File: config.mk
export PLATFORM = sky130hd
export DESIGN_NAME = ib_square_iter
export DESIGN_NICKNAME = d
export VERILOG_FILES = /design/src/rtl/ib_square_iter.sv
export SDC_FILE = /design/constraint.sdc
export NUM_CORES = 1
export LEC_CHECK = 0
export ABC_AREA = 0
export CAP_MARGIN = 10
export CORE_AREA = 2 2 92 94
export DETAILED_ROUTE_END_ITERATION = 10
export DIE_AREA = 0 0 94 96
export DONT_BUFFER_PORTS = 1
export GPL_TIMING_DRIVEN = 0
export PLACE_DENSITY = 0.54
export SKIP_CTS_REPAIR_TIMING = 1
export SYNTH_ARGS = -nofsm -noshare
export SYNTH_HDL_FRONTEND = slang
export SYNTH_SLANG_ARGS = --single-unit
File: constraint.sdc
create_clock -name i_clk -period 6.1 [get_ports i_clk]
set_input_delay 0.61 -clock i_clk [delete_from_list [all_inputs] [get_ports i_clk]]
set_output_delay 0.61 -clock i_clk [all_outputs]
set_load 0.01 [all_outputs]
File: src/rtl/ib_square_iter.sv
// ib_square_iter: multi-cycle unsigned squarer with valid/ready handshakes.
// Each RUN cycle multiplies the captured operand by one BPC-bit chunk of itself
// (LSB chunk first) and adds the shifted partial product into the accumulator,
// so the exact square is ready after N = WIDTH/BPC cycles.
//
// Ports:
//   i_clk    clock, rising edge
//   i_rst    synchronous active-high reset
//   i_valid  operand present on i_a
//   o_ready  block can accept an operand this cycle (IDLE and not in reset)
//   i_a      WIDTH-bit unsigned operand, sampled on acceptance only
//   o_valid  result present on o_c (DONE state)
//   i_ready  downstream accepts the result this cycle
//   o_c      2*WIDTH-bit result, i_a*i_a; holds until the next result
module ib_square_iter #(
  parameter int unsigned WIDTH = 8,
  parameter int unsigned BPC   = 1
) (
  input  logic               i_clk,
  input  logic               i_rst,
  input  logic               i_valid,
  output logic               o_ready,
  input  logic [WIDTH-1:0]   i_a,
  output logic               o_valid,
  input  logic               i_ready,
  output logic [2*WIDTH-1:0] o_c
);

  localparam int unsigned N  = WIDTH / BPC;
  localparam int unsigned AW = 2 * WIDTH;
  localparam int unsigned CW = $clog2(N + 1);
  localparam logic [CW-1:0] LAST_STEP = CW'(N - 1);

  // Reject parameter sets that cannot be split into whole chunks.
  if ((WIDTH < 2) || ((WIDTH % BPC) != 0)) begin : g_bad_param
    $error("ib_square_iter: WIDTH must be >= 2 and a multiple of BPC");
  end

  typedef enum logic [1:0] {
    IDLE = 2'd0,
    RUN  = 2'd1,
    DONE = 2'd2
  } state_t;

  state_t            state_q,   state_d;
  logic [WIDTH-1:0]  operand_q, operand_d;
  logic [AW-1:0]     acc_q,     acc_d;
  logic [CW-1:0]     step_q,    step_d;
  logic [AW-1:0]     result_q,  result_d;

  int unsigned       shamt_c;
  logic [BPC-1:0]    chunk_c;
  logic [AW-1:0]     partial_c;
  logic [AW-1:0]     acc_sum_c;

  // Partial product of the operand with the current chunk, aligned to its weight.
  always_comb begin
    shamt_c   = 32'(step_q) * BPC;
    chunk_c   = BPC'(operand_q >> shamt_c);
    partial_c = (AW'(operand_q) * AW'(chunk_c)) << shamt_c;
    acc_sum_c = acc_q + partial_c;
  end

  // Next-state, datapath update and state-decoded outputs.
  always_comb begin
    state_d   = state_q;
    operand_d = operand_q;
    acc_d     = acc_q;
    step_d    = step_q;
    result_d  = result_q;
    o_ready   = 1'b0;
    o_valid   = 1'b0;
    case (state_q)
      IDLE: begin
        o_ready = !i_rst;
        if (i_valid) begin
          state_d   = RUN;
          operand_d = i_a;
          acc_d     = '0;
          step_d    = '0;
        end
      end
      RUN: begin
        acc_d  = acc_sum_c;
        step_d = step_q + CW'(1);
        if (step_q == LAST_STEP) begin
          state_d  = DONE;
          result_d = acc_sum_c;
        end
      end
      DONE: begin
        o_valid = 1'b1;
        if (i_ready) begin
          state_d = IDLE;
        end
      end
      default: begin
        state_d = IDLE;
      end
    endcase
  end

  // State and datapath registers; reset overrides any handshake in the same cycle.
  always_ff @(posedge i_clk) begin
    if (i_rst) begin
      state_q   <= IDLE;
      operand_q <= '0;
      acc_q     <= '0;
      step_q    <= '0;
      result_q  <= '0;
    end else begin
      state_q   <= state_d;
      operand_q <= operand_d;
      acc_q     <= acc_d;
      step_q    <= step_d;
      result_q  <= result_d;
    end
  end

  assign o_c = result_q;

endmodule

==> results of run 1 <==
[worst max-delay path: cells and delay by family (launching register included)]
family                   cells  cell delay, ns
AO/OA/AOI/OAI                6            1.36
adder cells (fa/ha/maj)      1            0.28
buffers and inverters        2            0.37
flip-flops                   1            0.44
multiplexers                 1            0.66
AND/OR/NAND/NOR              5            0.45
[state kept, by name, summed over array words and instances (netlist names)]
signal	count
state_q	2
operand_q	8
step_q	4
o_c	16
acc_q	16
[cells by family (layout without fill, tap and decap cells)]
family	after synthesis	after routing	synth area share, %
and+or+nand+nor	164	164	26.9
AOI/OAI and AO/OA	105	105	22.5
DFF	46	46	30.9
buffers and inverters	29	35	3.82
adders and majority gates	17	17	7.38
muxes	15	15	6.12
xor gates and xnor gates	8	8	2.35
[layer usage]
layer  vias up  share of wire [%]
li1       1406                  -
met1      1303                 48
met2        80                 46
met3         9                5.5
met4         0                1.2
met5         -                  0
[power by group through the flow]
stage | registers (mW) | clock network [mW] | logic (mW)
floorplan | 0.316 | 0 | 0.0483
global placement | 0.318 | 0 | 0.0664
detailed placement | 0.318 | 0 | 0.0662
CTS | 0.311 | 0.200 | 0.0664
global route | 0.311 | 0.208 | 0.0730
finish | 0.311 | 0.190 | 0.0662
[stage by stage]
stage	hold WS (ns)	utilization (%)	worst slack (ns)	total power, mW
after floorplan	0.448	-	2.97	0.364
after global placement	0.460	38.7	2.51	0.384
after detailed placement	0.466	38.7	2.51	0.384
after CTS	0.434	39.7	2.47	0.577
after global routing	0.435	39.7	2.12	0.593
final	0.441	39.7	2.44	0.567
[cell usage after synthesis, types with 3 or more instances]
library cell,number,area (sq um)
o21a_1,3,22.5
nand3_1,19,95.1
nand3b_1,12,90.1
nand4b_1,5,43.8
clkbuf_1,22,82.6
a21oi_1,46,230
nor3_1,11,55.1
nand2_1,48,180
o211ai_1,3,22.5
ha_1,16,200
or3_1,3,18.8
nor2b_1,4,25.0
dfxtp_1,46,921
a21o_1,8,60.1
nand2b_1,9,56.3
mux2i_1,10,100
xnor2_1,7,61.3
mux2_2,3,33.8
a21boi_0,3,22.5
a211oi_1,6,45.0
o311ai_0,8,70.1
nor2_1,40,150
o21ai_0,11,55.1
buf_2,3,15.0
[cell type report]
cell class                      count  share of cell area [%]
Buffer                             27                    3.33
Sequential cell                    46                    28.8
Multi-Input combinational cell    309                    60.9
Tap cell                          105                    4.11
Inverter                            2                   0.235
Clock buffer                        6                    2.58
[worst min path at each step]
stage | startpoint | endpoint | slack (ns) | depth (start not counted)
3_3_place_gp | acc_q[7] | acc_q[7] | 0.46 | 2
5_1_grt | i_a[4] | operand_q[4] | 0.43 | 2
2_1_floorplan | acc_q[7] | acc_q[7] | 0.45 | 2
4_1_cts | i_a[7] | operand_q[7] | 0.43 | 2
6_report | i_a[4] | operand_q[4] | 0.44 | 2
3_5_place_dp | acc_q[7] | acc_q[7] | 0.47 | 2
==> run summary, run 1 <==
Htree depth: 2
Reg area: 921 sq um
P per Cell Area: 177 mW/mm^2
Reg power frac: 54.8%
FILL cells: 878
P_sw: 153 uW
CTS Sinks: 46
Fin. Hold Viols: 0
Worst EP arrival: 3.85 ns
Fin cells: 495
Sw Share: 27.0%
Status: finished clean
Placed Cells: 489
Commonest non-fill, non-tap cell in the layout: nand2_1
DRT iter0 DRCs: 172
Sequential fraction of the synthesis area: 30.9%
Capture point of the worst path: acc_q[15]
R2R Setup Slk: 2.44 ns
Clock-pin slew on the worst setup and hold paths: 0.09 ns
Total CTS buffers: 5
Minimum clock period: 3.66 ns
Cell Chain, Critical Path: mux4_1, nor2_1, or3_1, buf_2, a21o_1, o21a_1, nor2_1, ha_1, clkbuf_2, a21oi_1, o21ai_0, nor3_1, a211oi_1, nand3_1, o311ai_0
Capturing point of the worst reg2reg path: acc_q[15]
CP required: 6.29 ns
Core area: 0.00805 sq mm
Maximum clock frequency: 273 MHz
Antenna Violating Nets Remaining: 0
Met1 global-route usage: 25.8%
Crit share post-route: 60.0%
RSZ-0062 raised after global routing: no
Nets: 420
FF-to-FF Start: step_q[0]
Setup_tns: 0 ns
Met2 Use GR: 30.5%
Final instance area: 0.00320 sq mm
CP startpoint: step_q[0]
Setup Crit Path Kind: reg2reg
Pleak: 1.15 nW
Placed cell areas: 0.00311 sq mm
Vias in the first global route: 2,597
Buffers added on ports: 0
TritonCTS clock tree: done
Ant diodes: 0
Clock power frac: 33.5%
Longest Clk Path Bufs: 2
Library cells used by synthesis: 51
Area of the multi-input gates: 0.00195 sq mm
FF+latch count, synth: 46
CP Capture Type: flip-flop
CP dominant cell by count: nor2_1
EDFF count, synth: 0
Internal power: 414 uW
Layout cells sized above 1: 4.10%
Gr usage total: 18.8%
Grt peak-use layer: met2
Cell Area, Synth: 0.00298 sq mm
CP max stage cell: mux4_1
Mapped Cells: 384
DRT Pass-1 Iters: 4
Worst R2R Path Depth: 15
Crit Path Max Fanout: 8
Post-synth net total: 413
Slew HR: 58.1%
First-pass GRT wire length: 13,200 um
Fin. max-slew vios: 0
Logic gate share of total power: 11.7%
Ports: 30
Antenna violations before repair: 0
Total of max-cap violations: 0
Die Wd: 94 um
# setup viols final: 0
Ys flop type: dfxtp_1
Placed wire-length estimate: 6210 um
Hold Path Class: in2reg
Post-synthesis async set-or-reset flop share: 0%
Tightest Pin Transition: 0.628 ns
Via density per instance: 5.65
Root Buffer Master: clkbuf_8
Starting density of the core: 37.0%
# rows: 33
Via count: 2,798
Clk_lat worst skew: 0.30 ns
Placer Congestion: 0.915
Number of synthesis warnings: 0
Critical Path Max Stage Delay: 0.66 ns
Chip height: 96 um
Largest net degree at the start of global routing: 13
GR Overflow Total: 0
Peak VDD IR: 0.0813 mV
Most frequent cells in the layout: 48 x nand2_1, 46 x a21oi_1, 46 x dfxtp_1, 40 x nor2_1, 22 x clkbuf_1
Met3 GRT Util: 2.98%
Mean post-synth cell area: 7.77 sq um
Clk_skew: 0.0121 ns
CP Launch Type: flip-flop
Total Wirelength: 8260 um
# DRC: 0
DR WL/cell: 16.7 um
Synth-to-layout area growth: 7.17%
Die area: 0.00902 sq mm
No activity file was read; power rests on OpenSTA's default activity.
==> run 2: changes to the inputs <==
==> constraint.sdc (replaced) <==
create_clock -name i_clk -period 3.7 [get_ports i_clk]
set_input_delay 0.37 -clock i_clk [delete_from_list [all_inputs] [get_ports i_clk]]
set_output_delay 0.37 -clock i_clk [all_outputs]
set_load 0.01 [all_outputs]
==> run 2 against run 1 <==
Against the previous run:
- cell count unchanged
- cell area rose by 0.70%
- sequential share of layout area fell by 0.16 points
- critical path type unchanged
- register-to-register slack worse by 2.2 ns
- die area unchanged
- largest cell class unchanged
- critical endpoint is now acc_q[12]
- combinational power up 66%
- clock skew is 0.00065 ns higher
- clock power increased by 65%
- wire length increased by 0.12%
==> run summary, run 2 (same netlist as run 1, synthesis figures left out) <==
P per Cell Area: 291 mW/mm^2
Crit Path Max Fanout: 8
Wire length on met2: 3870 um
Setup Crit Path Kind: reg2reg
CP required: 3.89 ns
Starting density of the core: 37.0%
Ant diodes: 0
Gr usage total: 18.8%
Core area: 0.00805 sq mm
Pleak: 1.17 nW
RSZ-0062 raised after global routing: no
Antenna Violating Nets Remaining: 0
Most frequent cells in the layout: 48 x nand2_1, 45 x dfxtp_1, 44 x a21oi_1, 40 x nor2_1, 20 x clkbuf_1
Layout cells sized above 1: 6.15%
Hold slack: 0.203 ns
Nets: 420
Total of max-cap violations: 0
Ports: 30
CP Launch Type: flip-flop
Htree depth: 2
Antenna violations before repair: 0
Buffers added on ports: 0
Minimum clock period: 3.51 ns
Wire length on met1: 3960 um
Clk_lat worst skew: 0.30 ns
Die area: 0.00902 sq mm
Maximum clock frequency: 285 MHz
Fin. Hold Viols: 0
DRT Pass-1 Iters: 4
DR top layer: met4
Placer Congestion: 0.915
Hold Path Class: in2reg
Peak VDD IR: 0.134 mV
Total Wirelength: 8270 um
First-pass GRT wire length: 13,200 um
Metal3 WL: 373 um
Worst EP arrival: 3.70 ns
Synth-to-layout area growth: 7.93%
Worst hold stages: 2
Commonest non-fill, non-tap cell in the layout: nand2_1
CP Capture Type: flip-flop
Clk_skew: 0.0128 ns
Crit share post-route: 94.9%
Via density per instance: 5.66
TritonCTS clock tree: done
DR WL/cell: 16.7 um
Reg area: 922 sq um
Clock-pin slew on the worst setup and hold paths: 0.09 ns
Largest net degree at the start of global routing: 13
Area of the multi-input gates: 0.00197 sq mm
# setup viols final: 0
FILL cells: 877
Placed wire-length estimate: 6210 um
Worst R2R Path Depth: 14
Longest Clk Path Bufs: 2
GR Overflow Total: 0
# DRC: 0
Die Wd: 94 um
Setup_tns: 0 ns
CTS Sinks: 46
Total CTS buffers: 5
Fin. max-slew vios: 0
Via count: 2,800
Chip height: 96 um
Slew HR: 58.4%
Root Buffer Master: clkbuf_8
# rows: 33
Tightest Pin Transition: 0.624 ns
DRT iter0 DRCs: 197
Vias in the first global route: 2,597
Status: finished clean
[run 2: cell types whose count changed in the layout (fill, tap and decap cells not counted), sizes merged]
cell	before	now
buf	4	3
clkbuf	29	30
[run 2: area by class of cell]
class                   count  area share (%)
well taps                 105            4.08
inverters                   2           0.233
clock buffers               6            2.57
flip-flops and latches     46            28.6
plain buffers              27            3.42
multi-input cells         309            61.1
[run 2: routing by layer]
metal  up-vias  track usage, %
met3         7            2.98
met2        63            30.5
met4         0            5.68
met1      1323            25.8
li1       1407               -
met5         -               0
[run 2: power breakdown]
part / switching (mW) / total, mW / internal [mW]
registers: 0.00904 / 0.512 / 0.503
logic: 0.0751 / 0.110 / 0.0354
clock network: 0.169 / 0.314 / 0.145
total: 0.253 / 0.936 / 0.683
[run 2: path summary, 6_finish.rpt]
| path | to | startpoint | slack (ns) |
|---|---|---|---|
| worst max-delay path | acc_q[12] | step_q[1] | 0.19 |
| worst min-delay path | operand_q[4] | i_a[4] | 0.20 |
| worst max register to register | acc_q[12] | step_q[1] | 0.19 |
| worst min register to register | acc_q[7] | acc_q[7] | 0.47 |
[run 2: critical path: stages (launching register included)]
cell      delay, ns
dfxtp_1        0.33
buf_2          0.21
mux4_2         0.26
nor2_1         0.04
or3_1          0.33
buf_2          0.18
a211o_1        0.28
o21ai_1        0.15
ha_1           0.31
a21o_1         0.22
a21oi_2        0.18
nor2b_1        0.19
a21oi_1        0.11
or2_1          0.25
o311ai_0       0.36
[run 2: per-stage QoR]
stage / power, mW / worst slack, ns / area [sq um] / utilization (%) / instances
2_1_floorplan: 0.600 / 0.571 / 2980 / - / 384
3_3_place_gp: 0.633 / 0.112 / 3110 / 38.7 / 489
3_5_place_dp: 0.633 / 0.112 / 3110 / 38.7 / 489
4_1_cts: 0.952 / 0.0684 / 3200 / 39.7 / 495
5_1_grt: 0.979 / 0.0231 / 3220 / 40.0 / 495
6_report: 0.936 / 0.189 / 3220 / 40.0 / 495
==> run 3: changes to the inputs <==
--- a/config.mk
+++ b/config.mk
@@ -6,6 +6,7 @@
 export NUM_CORES = 1
 export LEC_CHECK = 0
 export ABC_AREA = 0
+export ABC_CLOCK_PERIOD_IN_PS = 3700
 export CAP_MARGIN = 10
 export CORE_AREA = 2 2 92 94
 export DETAILED_ROUTE_END_ITERATION = 10
==> results of run 3 <==
Final layout, timing and power as in run 2 (identical DEF).
